### config.mk
export PLATFORM = sky130hd
export DESIGN_NAME = localbus_tx_arbiter
export DESIGN_NICKNAME = d
export VERILOG_FILES = /design/src/rtl/localbus_pkg.sv /design/src/rtl/localbus_rr_pick.sv /design/src/rtl/localbus_tx_arbiter.sv
export SDC_FILE = /design/constraint.sdc
export NUM_CORES = 1
export LEC_CHECK = 0
export BUFFER_PORTS_ARGS = -buffer_cell sky130_fd_sc_hd__buf_4
export CAP_MARGIN = 0
export CORE_AREA = 2 2 271 273
export DETAILED_ROUTE_END_ITERATION = 8
export DIE_AREA = 0 0 273 275
export GPL_TIMING_DRIVEN = 0
export PLACE_DENSITY = 0.38
export SLEW_MARGIN = 20
export SYNTH_ARGS = -nofsm -noshare
export SYNTH_HDL_FRONTEND = slang
export SYNTH_SLANG_ARGS = --single-unit
### constraint.sdc
create_clock -name CLK_I -period 3.9 [get_ports CLK_I]
set_clock_uncertainty 0.05 [all_clocks]
set_input_delay 0.39 -clock CLK_I [delete_from_list [all_inputs] [get_ports CLK_I]]
set_output_delay 0.39 -clock CLK_I [all_outputs]
set_load 0.02 [all_outputs]
### src/rtl/localbus_pkg.sv
// localbus_pkg
//   Shared definitions for the local-bus transmit path:
//   - arb_state_t     : arbiter state encoding (IDLE / SEND / DRAIN)
//   - localbus_clog2  : ceiling log2, used to size the requester index
//   - clamp_unit_num  : maps a requested unit count onto the legal range 1..max
package localbus_pkg;

    typedef enum logic [1:0] {
        ST_IDLE  = 2'd0,
        ST_SEND  = 2'd1,
        ST_DRAIN = 2'd2
    } arb_state_t;

    function automatic int unsigned localbus_clog2(input int unsigned n);
        int unsigned r;
        int unsigned v;
        r = 0;
        v = (n > 0) ? n - 1 : 0;
        while (v > 0) begin
            r = r + 1;
            v = v >> 1;
        end
        return r;
    endfunction

    // A count of 0 still sends one unit; anything above the sender's
    // capacity is cut to that capacity.
    function automatic logic [7:0] clamp_unit_num(input logic [7:0]  n,
                                                  input int unsigned max_units);
        if (n == 8'd0)
            return 8'd1;
        else if (32'(n) > max_units)
            return 8'(max_units);
        else
            return n;
    endfunction

endpackage

### src/rtl/localbus_rr_pick.sv
// localbus_rr_pick
//   Combinational round-robin picker: finds the first set bit of req at or
//   after index ptr, wrapping around.
//   req   in  REQ_NUM  request vector
//   ptr   in  ID_W     search start index (0..REQ_NUM-1)
//   idx   out ID_W     winning index (0 when nothing is requested)
//   valid out 1        at least one request is set
module localbus_rr_pick #(
    parameter int unsigned REQ_NUM = 4,
    parameter int unsigned ID_W    = 2
) (
    input  logic [REQ_NUM-1:0] req,
    input  logic [ID_W-1:0]    ptr,
    output logic [ID_W-1:0]    idx,
    output logic               valid
);

    always_comb begin
        logic [ID_W-1:0] j;
        idx   = '0;
        valid = 1'b0;
        j     = '0;
        for (int unsigned i = 0; i < REQ_NUM; i++) begin
            j = ID_W'((32'(ptr) + i) % REQ_NUM);
            if (!valid && req[j]) begin
                valid = 1'b1;
                idx   = j;
            end
        end
    end

endmodule

### src/rtl/localbus_tx_arbiter.sv
// localbus_tx_arbiter
//   Round-robin scheduler sharing one localbus_sender among REQ_NUM sources.
//   Latches the winner's frame, pulses START to the sender and ACK to the
//   winner; on the sender's almost pulse it can chain the next pending frame
//   with CONTINUE so consecutive frames leave no bus gap.
//   CLK_I, RSTN_I         clock, async active-low reset
//   REQ_I/PDATA_I/UNIT_NUM_I  per-requester level request, frame, unit count
//   ACK_O                 one-cycle grant pulse to the launched requester
//   CHAIN_EN_I            static enable for continue chaining
//   TX_*_O / TX_*_I       sender parallel input and status
//   CUR_ID_O              index of the last launched requester
//   IDLE_O                arbiter is in IDLE
module localbus_tx_arbiter
    import localbus_pkg::*;
#(
    parameter int unsigned REQ_NUM      = 4,
    parameter int unsigned MAX_UNIT_NUM = 4,
    parameter int unsigned UNIT_BIT_NUM = 32,
    parameter int unsigned ID_W         = 2
) (
    input  logic                                        CLK_I,
    input  logic                                        RSTN_I,
    input  logic [REQ_NUM-1:0]                          REQ_I,
    input  logic [REQ_NUM*MAX_UNIT_NUM*UNIT_BIT_NUM-1:0] PDATA_I,
    input  logic [REQ_NUM*8-1:0]                        UNIT_NUM_I,
    output logic [REQ_NUM-1:0]                          ACK_O,
    input  logic                                        CHAIN_EN_I,
    output logic [MAX_UNIT_NUM*UNIT_BIT_NUM-1:0]        TX_PDATA_O,
    output logic [7:0]                                  TX_UNIT_NUM_O,
    output logic                                        TX_START_O,
    output logic                                        TX_CONTINUE_O,
    input  logic                                        TX_BUSY_I,
    input  logic                                        TX_ALMOST_I,
    output logic [ID_W-1:0]                             CUR_ID_O,
    output logic                                        IDLE_O
);

    localparam int unsigned FRAME_W = MAX_UNIT_NUM * UNIT_BIT_NUM;

    arb_state_t          state, state_nxt;
    logic [ID_W-1:0]     ptr;
    logic [ID_W-1:0]     win_idx;
    logic                win_valid;
    logic                launch, launch_cont;
    logic [FRAME_W-1:0]  sel_pdata;
    logic [7:0]          sel_units;

    localbus_rr_pick #(
        .REQ_NUM (REQ_NUM),
        .ID_W    (ID_W)
    ) u_pick (
        .req   (REQ_I),
        .ptr   (ptr),
        .idx   (win_idx),
        .valid (win_valid)
    );

    // Slice mux written as a compare loop so every select is constant.
    always_comb begin
        sel_pdata = '0;
        sel_units = '0;
        for (int unsigned k = 0; k < REQ_NUM; k++) begin
            if (ID_W'(k) == win_idx) begin
                sel_pdata = PDATA_I[k*FRAME_W +: FRAME_W];
                sel_units = UNIT_NUM_I[k*8 +: 8];
            end
        end
    end

    always_comb begin
        state_nxt   = state;
        launch      = 1'b0;
        launch_cont = 1'b0;
        case (state)
            ST_IDLE: begin
                // TX_START_O guard: the sender only reports busy one cycle
                // after it sees START.
                if (win_valid && !TX_BUSY_I && !TX_START_O) begin
                    launch    = 1'b1;
                    state_nxt = ST_SEND;
                end
            end
            ST_SEND: begin
                if (TX_ALMOST_I) begin
                    if (CHAIN_EN_I && win_valid) begin
                        launch      = 1'b1;
                        launch_cont = 1'b1;
                    end else begin
                        state_nxt = ST_DRAIN;
                    end
                end else if (!TX_BUSY_I && !TX_START_O) begin
                    // Sender went idle without an almost pulse.
                    state_nxt = ST_IDLE;
                end
            end
            ST_DRAIN: begin
                if (!TX_BUSY_I)
                    state_nxt = ST_IDLE;
            end
            default: state_nxt = ST_IDLE;
        endcase
    end

    always_ff @(posedge CLK_I or negedge RSTN_I) begin
        if (!RSTN_I) begin
            state         <= ST_IDLE;
            ptr           <= '0;
            ACK_O         <= '0;
            TX_PDATA_O    <= '0;
            TX_UNIT_NUM_O <= '0;
            TX_START_O    <= 1'b0;
            TX_CONTINUE_O <= 1'b0;
            CUR_ID_O      <= '0;
        end else begin
            state         <= state_nxt;
            TX_START_O    <= launch;
            TX_CONTINUE_O <= launch_cont;
            ACK_O         <= '0;
            if (launch) begin
                TX_PDATA_O     <= sel_pdata;
                TX_UNIT_NUM_O  <= clamp_unit_num(sel_units, MAX_UNIT_NUM);
                CUR_ID_O       <= win_idx;
                ACK_O[win_idx] <= 1'b1;
                ptr            <= (win_idx == ID_W'(REQ_NUM - 1)) ? '0 : win_idx + ID_W'(1);
            end
        end
    end

    assign IDLE_O = (state == ST_IDLE);

endmodule

==> results.cfg <==
[sta]
period_needed_ns = 3.610
max_slew_margin_pct = 42.98
hold_ws_ns = 0.1272
grt_setup_unrepaired = no
hold_viol = 0
drv_slew = 0
tns_ns = 0
tightest_slew_ns = 0.8553
finalSetupViolCount = 0
fmax_mhz = 277.0
period_share_pct = 92.57

[detailed_routing]
dr.pass1.iters = 5
viasPerCell = 4.275
drc = 0
num_vias = 11520
routed_wl_um = 61060
drt_iter0_markers = 726
ant_nets = 0
routedWlPerCell_um = 22.66

[grt]
grt_pass1_wl_um = 83840
grt_pass1_vias = 11780
grt_overflow_total = 0
grt_usage_pct = 15.46
antenna_found_initial = 7
grt_max_degree = 82

[synth]
synth_seq_cells = 148
synthTopCellsByArea = dfrtp_1, a221o_1, o211ai_1
yosysWarnings = 0
ys_types = 35
ys_async_sr_fraction_pct = 100.0
synth_ff_type = dfrtp_1
synthDominantCellAreaShare_pct = 42.22
syn_nets = 1559
seq_area_frac_synth_pct = 42.22
synth_enable_flop_cells = 0
syn_area_per_cell_um2 = 8.755
syn_area_mm2 = 0.008772
yosys.area.top_type = dfrtp_1
netlist_instances = 1002

[setup_path]
crit_top_cell = buf_2
cp-start-kind = flip-flop
crit_slowest_cell = dfrtp_1
path_class = flip-flop to flip-flop
arrival_ns = 3.90
crit_fanout = 10
cpLargestDelayFamily = buffers and inverters
worstSetupEndpointType = flip-flop
worst_path_largest_cell_delay_ns = 0.45
cp_cell_sequence = mux2i_1, nor2_1, nor3_1, inv_1, ha_1, nor2b_1, clkbuf_4, buf_2, buf_2, a221o_1, o211ai_1, a31oi_1
cp_num_buf_inv = 4
crit_required_ns = 4.19

[clock_tree]
htree_levels = 4
clk_pin_slew_worst_paths_ns = 0.07
cts_buffers = 17
clockBufferDepth = 2
cts_sinks = 148
cts_root_buf = clkbuf_16
clk_latency_ns = 0.48
tritoncts = built

[status]
status = finished, final reports clean

[placed_design]
gp_congestion = 0.8905
io_buffers = 697
dp_hpwl_um = 50130

[layout]
syn2layout_area_growth_pct = 81.30
final_util_pct = 21.99
drive_gt1_share_pct = 44.64
nNetsFinal = 2278

[floorplanning]
coreArea_mm2 = 0.07234
rows = 99
die_x_um = 273
die_h_um = 275
initial_core_util_pct = 12.13
pin_count = 698
die_area_mm2 = 0.07508

[power_and_ir_drop]
p_leak_nw = 6.968
ir_drop_uv = 283.1
p_per_area_mw_per_mm2 = 768.1

[flow_run]
cap_viol_max_count = 0

[worst_hold_path]
worst_hold_path_type = input port to flip-flop
==> repair_timing <==
item | CTS | global route
buffers inserted | 0 | 0
endpoints found under the hold margin | 67 | 0
hold buffers | 1 | 0
resized for setup | 0 | 11
setup endpoints to repair | 0 | 95
==> power by group <==
group	total [W]	switching, W	internal [W]
Sequential	0.00275	0.000447	0.00230
Combinational	0.00768	0.00466	0.00301
Clock	0.00179	0.000758	0.00103
==> cell families (layout without fill, tap and decap cells) <==
kind of cell	count (synthesis)	count (layout)	synth area share, %
AOI/OAI and AO/OA	417	417	37.11
and+or+nand+nor	306	306	13.89
DFF	148	148	42.22
buffers and inverters	126	858	6.090
adders and majority gates	4	4	0.5706
muxes	1	1	0.1141
other	0	1	0
==> tightest hold or removal path: stages <==
cell     delay [ns]
buf_4          0.11
nand2_1        0.05
a31oi_1        0.07
==> metrics by stage <==
| step | setup WS (ns) | cell area [um2] | std cells | power [W] |
|---|---|---|---|---|
| after floorplan | 1.293 | 8772 | 1002 | 0.006895 |
| after global placement | -0.4618 | 15200 | 2658 | 0.01052 |
| after detailed placement | 0.06000 | 15270 | 2660 | 0.01057 |
| after CTS | 0.04512 | 15890 | 2693 | 0.01244 |
| after global routing | 0.02718 | 15900 | 2694 | 0.01309 |
| final | 0.2896 | 15900 | 2694 | 0.01222 |
==> cell type report <==
class                           count  area (um2)
Inverter                            8       30.03
Clock buffer                       19       452.9
Antenna cell                        1       2.502
Fill cell                        8133       56440
Clock inverter                     13       157.7
Buffer                            118       518.0
Tap cell                          959        1200
Timing Repair Buffer              700        5305
Multi-Input combinational cell    728        4534
Sequential cell                   148        3704
==> worst paths after layout <==
kind                                 start               to  slack (ns)  depth (start not counted)
setup / recovery                    ptr[1]  TX_PDATA_O[116]        0.29                         12
hold / removal                PDATA_I[396]   TX_PDATA_O[12]        0.13                          3
setup reg to reg                    ptr[1]  TX_PDATA_O[116]        0.29                         12
hold reg to reg            TX_PDATA_O[112]  TX_PDATA_O[112]        0.44                          2
max in group asynchronous           RSTN_I   TX_PDATA_O[63]        2.53                          3
min in group asynchronous           RSTN_I   TX_PDATA_O[12]        0.37                          2
==> routing by layer <==
layer,share of wire [%],vias to the layer above,track usage (%),wire length [um]
li1,-,5319,-,-
met4,3.0,2,6.255,1847
met5,0.033,-,0,20
met2,49,509,26.21,29950
met3,6.8,74,3.779,4143
met1,41,5613,18.75,25090
==> layout by cell type, fill, tap and decap left out, types with 6 or more instances in the layout <==
| master | instances |
|---|---|
| buf_2 | 27 |
| nand2_1 | 139 |
| nand3b_1 | 6 |
| dfrtp_1 | 148 |
| o21ai_0 | 7 |
| and2_1 | 8 |
| clkbuf_2 | 6 |
| clkbuf_1 | 72 |
| nor2_1 | 139 |
| a21oi_1 | 11 |
| a31oi_1 | 127 |
| buf_4 | 703 |
| a221o_1 | 128 |
| clkbuf_16 | 17 |
| inv_1 | 6 |
| o211ai_1 | 129 |
==> synthesized netlist by cell type (2+ instances only) <==
cell	number
a21oi_1	11
a221o_1	128
a2bb2oi_1	2
a31oi_1	127
and2_1	8
buf_1	4
buf_2	28
buf_4	7
clkbuf_1	79
dfrtp_1	148
ha_1	4
inv_1	6
nand2_1	139
nand2b_1	3
nand3_1	2
nand3b_1	6
nor2_1	139
nor2b_1	2
nor3_1	4
nor4_1	2
o211ai_1	129
o21ai_0	7
o22ai_1	2
o31a_1	2
o31ai_1	3
==> state kept, by name, indices dropped and copies added (netlist names) <==
signal and cells:
ptr 2, state 2, TX_UNIT_NUM_O 8, TX_START_O 1
CUR_ID_O 2, TX_PDATA_O 128, TX_CONTINUE_O 1, ACK_O 4
Power figures use the tool's default switching activity.
